File: src/rtl/ppt_pkg.sv
// rtl/ppt_pkg.sv - shared result codes, FSM states and move codes for the rock-paper-scissors datapath
package ppt_pkg;

  localparam logic [1:0] RES_TIE = 2'b11;
  localparam logic [1:0] RES_A   = 2'b10;
  localparam logic [1:0] RES_B   = 2'b01;
  localparam logic [1:0] RES_INV = 2'b00;

  typedef enum logic [1:0] {
    IDLE = 2'd0,
    PLAY = 2'd1,
    DONE = 2'd2
  } state_t;

  // Move codes as presented to the round judge upstream of the scorekeeper
  localparam logic [3:0] MOVE_TESOURA  = 4'b0000;
  localparam logic [3:0] MOVE_PEDRA    = 4'b0001;
  localparam logic [3:0] MOVE_PAPEL    = 4'b1010;
  localparam logic [3:0] MOVE_INVALIDO = 4'b1011;

endpackage

File: src/rtl/ppt_res_decode.sv
// rtl/ppt_res_decode.sv - one-hot decode of the judge result {S1,S2}
module ppt_res_decode
  import ppt_pkg::*;
(
  input  logic S1,
  input  logic S2,
  output logic win_a,
  output logic win_b,
  output logic tie,
  output logic inv
);

  always_comb begin
    win_a = 1'b0;
    win_b = 1'b0;
    tie   = 1'b0;
    inv   = 1'b0;
    case ({S1, S2})
      RES_A:   win_a = 1'b1;
      RES_B:   win_b = 1'b1;
      RES_TIE: tie   = 1'b1;
      default: inv   = 1'b1;
    endcase
  end

endmodule

File: src/rtl/ppt_placar.sv
// rtl/ppt_placar.sv - best-of-N match scorekeeper fed by the round judge
// Optional feature: PPT_INVALID_ABORT_EN aborts a match after three consecutive invalid results.
module ppt_placar
  import ppt_pkg::*;
#(
  parameter int WINS_TO_MATCH = 2,
  parameter int MAX_ROUNDS    = 9
) (
  input  logic       clk,
  input  logic       rst_n,
  input  logic       start,
  input  logic       res_valid,
  input  logic       S1,
  input  logic       S2,
  output logic       ready,
  output logic [3:0] score_a,
  output logic [3:0] score_b,
  output logic [3:0] rounds,
  output logic       done,
  output logic [1:0] winner
);

  localparam logic [3:0] WINS_4 = 4'(WINS_TO_MATCH);
  localparam logic [3:0] MAX_4  = 4'(MAX_ROUNDS);

  state_t     state_q, state_d;
  logic [3:0] score_a_q, score_a_d;
  logic [3:0] score_b_q, score_b_d;
  logic [3:0] rounds_q, rounds_d;
  logic [1:0] winner_q, winner_d;

  logic win_a, win_b, tie, inv;
  logic res_ok, accept;
  logic [3:0] a_nxt, b_nxt, r_nxt;

  ppt_res_decode u_decode (
    .S1    (S1),
    .S2    (S2),
    .win_a (win_a),
    .win_b (win_b),
    .tie   (tie),
    .inv   (inv)
  );

  assign res_ok = (win_a | win_b | tie) & ~inv;
  // start has priority: a result arriving with start is dropped
  assign accept = res_valid & ~start & (state_q == PLAY);
  assign a_nxt  = score_a_q + {3'b000, win_a};
  assign b_nxt  = score_b_q + {3'b000, win_b};
  assign r_nxt  = rounds_q + 4'd1;

`ifdef PPT_INVALID_ABORT_EN
  logic [1:0] inv_cnt_q, inv_cnt_d;
`endif

  always_ff @(posedge clk or negedge rst_n) begin
    if (!rst_n) begin
      state_q   <= IDLE;
      score_a_q <= 4'd0;
      score_b_q <= 4'd0;
      rounds_q  <= 4'd0;
      winner_q  <= RES_INV;
`ifdef PPT_INVALID_ABORT_EN
      inv_cnt_q <= 2'd0;
`endif
    end else begin
      state_q   <= state_d;
      score_a_q <= score_a_d;
      score_b_q <= score_b_d;
      rounds_q  <= rounds_d;
      winner_q  <= winner_d;
`ifdef PPT_INVALID_ABORT_EN
      inv_cnt_q <= inv_cnt_d;
`endif
    end
  end

  always_comb begin
    state_d   = state_q;
    score_a_d = score_a_q;
    score_b_d = score_b_q;
    rounds_d  = rounds_q;
    winner_d  = winner_q;
`ifdef PPT_INVALID_ABORT_EN
    inv_cnt_d = inv_cnt_q;
`endif
    if (start) begin
      state_d   = PLAY;
      score_a_d = 4'd0;
      score_b_d = 4'd0;
      rounds_d  = 4'd0;
      winner_d  = RES_INV;
`ifdef PPT_INVALID_ABORT_EN
      inv_cnt_d = 2'd0;
`endif
    end else if (accept && res_ok) begin
      score_a_d = a_nxt;
      score_b_d = b_nxt;
      rounds_d  = r_nxt;
`ifdef PPT_INVALID_ABORT_EN
      inv_cnt_d = 2'd0;
`endif
      // Decide on the counts including this result so done lands with the same edge
      if (a_nxt == WINS_4) begin
        state_d  = DONE;
        winner_d = RES_A;
      end else if (b_nxt == WINS_4) begin
        state_d  = DONE;
        winner_d = RES_B;
      end else if (r_nxt == MAX_4) begin
        state_d = DONE;
        if (a_nxt > b_nxt) begin
          winner_d = RES_A;
        end else if (b_nxt > a_nxt) begin
          winner_d = RES_B;
        end else begin
          winner_d = RES_TIE;
        end
      end
    end
`ifdef PPT_INVALID_ABORT_EN
    else if (accept && inv) begin
      inv_cnt_d = inv_cnt_q + 2'd1;
      if (inv_cnt_q == 2'd2) begin
        state_d  = DONE;
        winner_d = RES_INV;
      end
    end
`endif
  end

  always_comb begin
    ready   = (state_q == PLAY);
    done    = (state_q == DONE);
    score_a = score_a_q;
    score_b = score_b_q;
    rounds  = rounds_q;
    winner  = winner_q;
  end

endmodule

File: config.mk
export PLATFORM = sky130hd
export DESIGN_NAME = ppt_placar
export DESIGN_NICKNAME = d
export VERILOG_FILES = /design/src/rtl/ppt_pkg.sv /design/src/rtl/ppt_res_decode.sv /design/src/rtl/ppt_placar.sv
export SDC_FILE = /design/constraint.sdc
export NUM_CORES = 1
export LEC_CHECK = 0
export CORE_MARGIN = 5
export CORE_UTILIZATION = 45
export CTS_CLUSTER_DIAMETER = 60
export CTS_CLUSTER_SIZE = 10
export DETAILED_ROUTE_END_ITERATION = 10
export MAX_ROUTING_LAYER = met4
export PLACE_DENSITY = 0.78
export SLEW_MARGIN = 10
export SYNTH_ARGS = -nofsm -noshare
export SYNTH_HDL_FRONTEND = slang
export SYNTH_SLANG_ARGS = --single-unit
File: constraint.sdc
create_clock -name clk -period 2.9 [get_ports clk]
set_clock_uncertainty 0.05 [all_clocks]
set_input_delay 0.725 -clock clk [delete_from_list [all_inputs] [get_ports clk]]
set_output_delay 0.725 -clock clk [all_outputs]
set_load 0.05 [all_outputs]
==> out/results.ini <==
[run_status]
status = completed

[critical_path]
cp.required_ps = 3040
start_kind = primary input
r2r_start = score_b[0]
ff2ff_path_depth = 8
crit_arrival_ps = 2910
crit_path_end_kind = register
regToRegSetupSlack_ps = 610
cpMostUsedCell = maj3_2
rr_endpoint = winner[1]
crit_family = adder cells
crit_path_max_fanout = 4
cp_slowest_cell = maj3_2
critPathKind = in2reg
crit_chain = dlygate4sd2_1, and2b_2, ha_4, inv_1, ha_1, or2_0, maj3_2, maj3_2, a311oi_2, o21ai_1
crit_buf_inv = 2
slowest_delay_ps = 320

[pwr]
pwr-share-clk_pct = 30.0
powerDensity_nw_per_um2 = 354
peakVddDrop_v = 0.000223
p_sw_share_pct = 29.8
power_switching_w = 0.000153
combPwrFrac_pct = 23.8
power_frac_seq_pct = 46.3
leakagePower_nw = 0.635
p_int_w = 0.000361
total_power_w = 0.000514

[placement]
dp_hpwl_microns = 2050
port_buffers = 21
post-place-ws_ps = -607
gp_congestion = 0.813

[detailed_routing]
wirelength_microns = 2560
ant_nets = 0
dr.first_iter.drc_count = 19
via_per_inst = 5.37
drc_errors = 0
top_layer_used = met4
dr_wl_met3_microns = 82
post_drt_wl_per_cell_microns = 14.3
met2_length_microns = 1370
dr.pass1.iters = 4
wl_met1_microns = 1090
vias = 962

[logic_synthesis]
synthCells = 118
ys_seq_area_share_pct = 37.2
synth_top_area_share_pct = 37.2
synth_edf_count = 0
yosysTopAreaCell = dfrtp_1
avgSynthCellArea_sq_um = 9.13
async_flop_share_pct = 100
netlist_area_sq_um = 1080
synth.distinct_cells = 39
ys_top_cells_by_area = dfrtp_1 37%, ha_1 7.0%, xnor2_1 4.9%
synth.ff_latch_count = 16
synth_ff_type = dfrtp_1
synth_fp_nets = 130
yosys_warnings = 0

[global_routing]
track_usage_pct = 17.0
grt_max_degree = 17
antenna_found_initial = 0
grt_pass1_wl_microns = 4470
grt_pass1_vias = 1026
grt_overflow = 0

[cells_and_area]
area_delta_synth_final_pct = 34.7
drive_gt1_share_pct = 16.6
antennaDiodeCount = 0
final_common_cell = clkdlybuf4s50_1
layout_common_cells = 19 x clkdlybuf4s50_1, 16 x dfrtp_1, 13 x nand2_1
final_nets = 164

[floorplan]
io_pins = 22
die_h_microns = 58.9
rows = 17
die-area_sq_um = 3470
coreArea_sq_um = 2250
start_util_pct = 47.8
dieWidth_microns = 58.9

[sta]
finalSetupTns_ps = 0
worst_slew_margin_rel_pct = 51.2
final_hold_viol_count = 0
worst_slew_pin_slew_ps = 730
slew_viol_final = 0
period_share_pct = 95.6
rsz0062_at_grt = no
hold_slack_ps = 470
setup_ws_ps = 127
setup_viol = 0
finalCriticalPeriod_ps = 2770
fmax_ghz = 0.361

[clocking]
clockBufferDepth = 2
cts_tree = yes
post_cts_buffers = 0
htreeDepth = 1
clkSinkCount = 16
clk_root_buffer_cell = clkbuf_4
clk_latency_ps = 290
clkTransAtPathRegs_ps = 110
cts_buffers = 3
cts_hold_buf = 0

[worst_hold_path]
hold_end = state_q[0]
hold_start = state_q[0]
hold_class = reg2reg
min_delay_path_depth = 1

[flow_run]
maxCapViolations = 0

## flip-flops by register name, indices dropped and copies added (netlist names)
name / count
score_b: 4
score_a: 4
winner: 2
rounds: 4
state_q: 2
## cell usage after synthesis, types with 2 or more instances
library cell,n
dfrtp_1,16
nand2_1,13
nor2_1,9
a21oi_1,7
inv_1,7
ha_1,6
xnor2_1,6
o21ai_1,5
nand3_1,4
xor2_1,4
clkbuf_1,3
a31oi_1,2
and2_1,2
maj3_1,2
maj3_2,2
nor2b_1,2
o211a_1,2
o211ai_1,2
o21ai_0,2
or2b_1,2
or3_1,2
## cell type report
type	count	area, sq um
flip-flops and latches	16	400
fillers	210	803
repair buffers	33	298
well taps	28	35.0
multi-input cells	91	656
inverters	7	26.3
clock buffers	4	36.3
## power groups by stage
stage	Clock, W	Combinational, W	Sequential, W
6_report	0.000154	0.000122	0.000238
5_1_grt	0.000171	0.000135	0.000239
4_1_cts	0.000157	0.000124	0.000237
3_5_place_dp	0	0.000121	0.000242
3_3_place_gp	0	0.000117	0.000241
2_1_floorplan	0	0.0000533	0.000260
## cell families (layout without fill, tap and decap cells)
logic type / count (synthesis) / in the layout / share of synthesized area [%]
AND/OR/NAND/NOR: 45 / 45 / 24.4
buffers and inverters: 11 / 44 / 3.83
AO/OA/AOI/OAI: 26 / 26 / 15.6
flip-flops: 16 / 16 / 37.2
XOR/XNOR: 10 / 10 / 8.13
adder cells (fa/ha/maj): 10 / 10 / 10.9
## what timing repair did
item / in CTS / in global routing
gates resized for setup: 4 / 1
pin swaps: 0 / 1
setup endpoints to repair: 2 / 1
## per-layer routing
| layer | GRT usage [%] | vias up |
|---|---|---|
| met5 | - | - |
| met4 | 4.53 | 0 |
| met3 | 2.41 | 2 |
| met2 | 31.5 | 20 |
| met1 | 18.8 | 465 |
| li1 | - | 475 |
## worst max path at each step
stage | slack (ps) | cells past startpoint | from | to
final | 130 | 10 | S2 | winner[1]
after CTS | 40 | 10 | S2 | winner[1]
after floorplan | 40 | 9 | S1 | winner[1]
after detailed placement | -610 | 10 | S1 | winner[1]
after global placement | -500 | 10 | S1 | winner[1]
after global routing | 9 | 10 | S2 | winner[1]
## stage by stage
step / util [%] / area (sq um) / cells
finish: 64.4 / 1450 / 179
global route: 64.4 / 1450 / 179
CTS: 63.8 / 1440 / 179
detailed placement: 62.0 / 1400 / 175
global placement: 62.0 / 1400 / 175
floorplan: - / 1080 / 118
No activity file was read; power rests on OpenSTA's default activity.
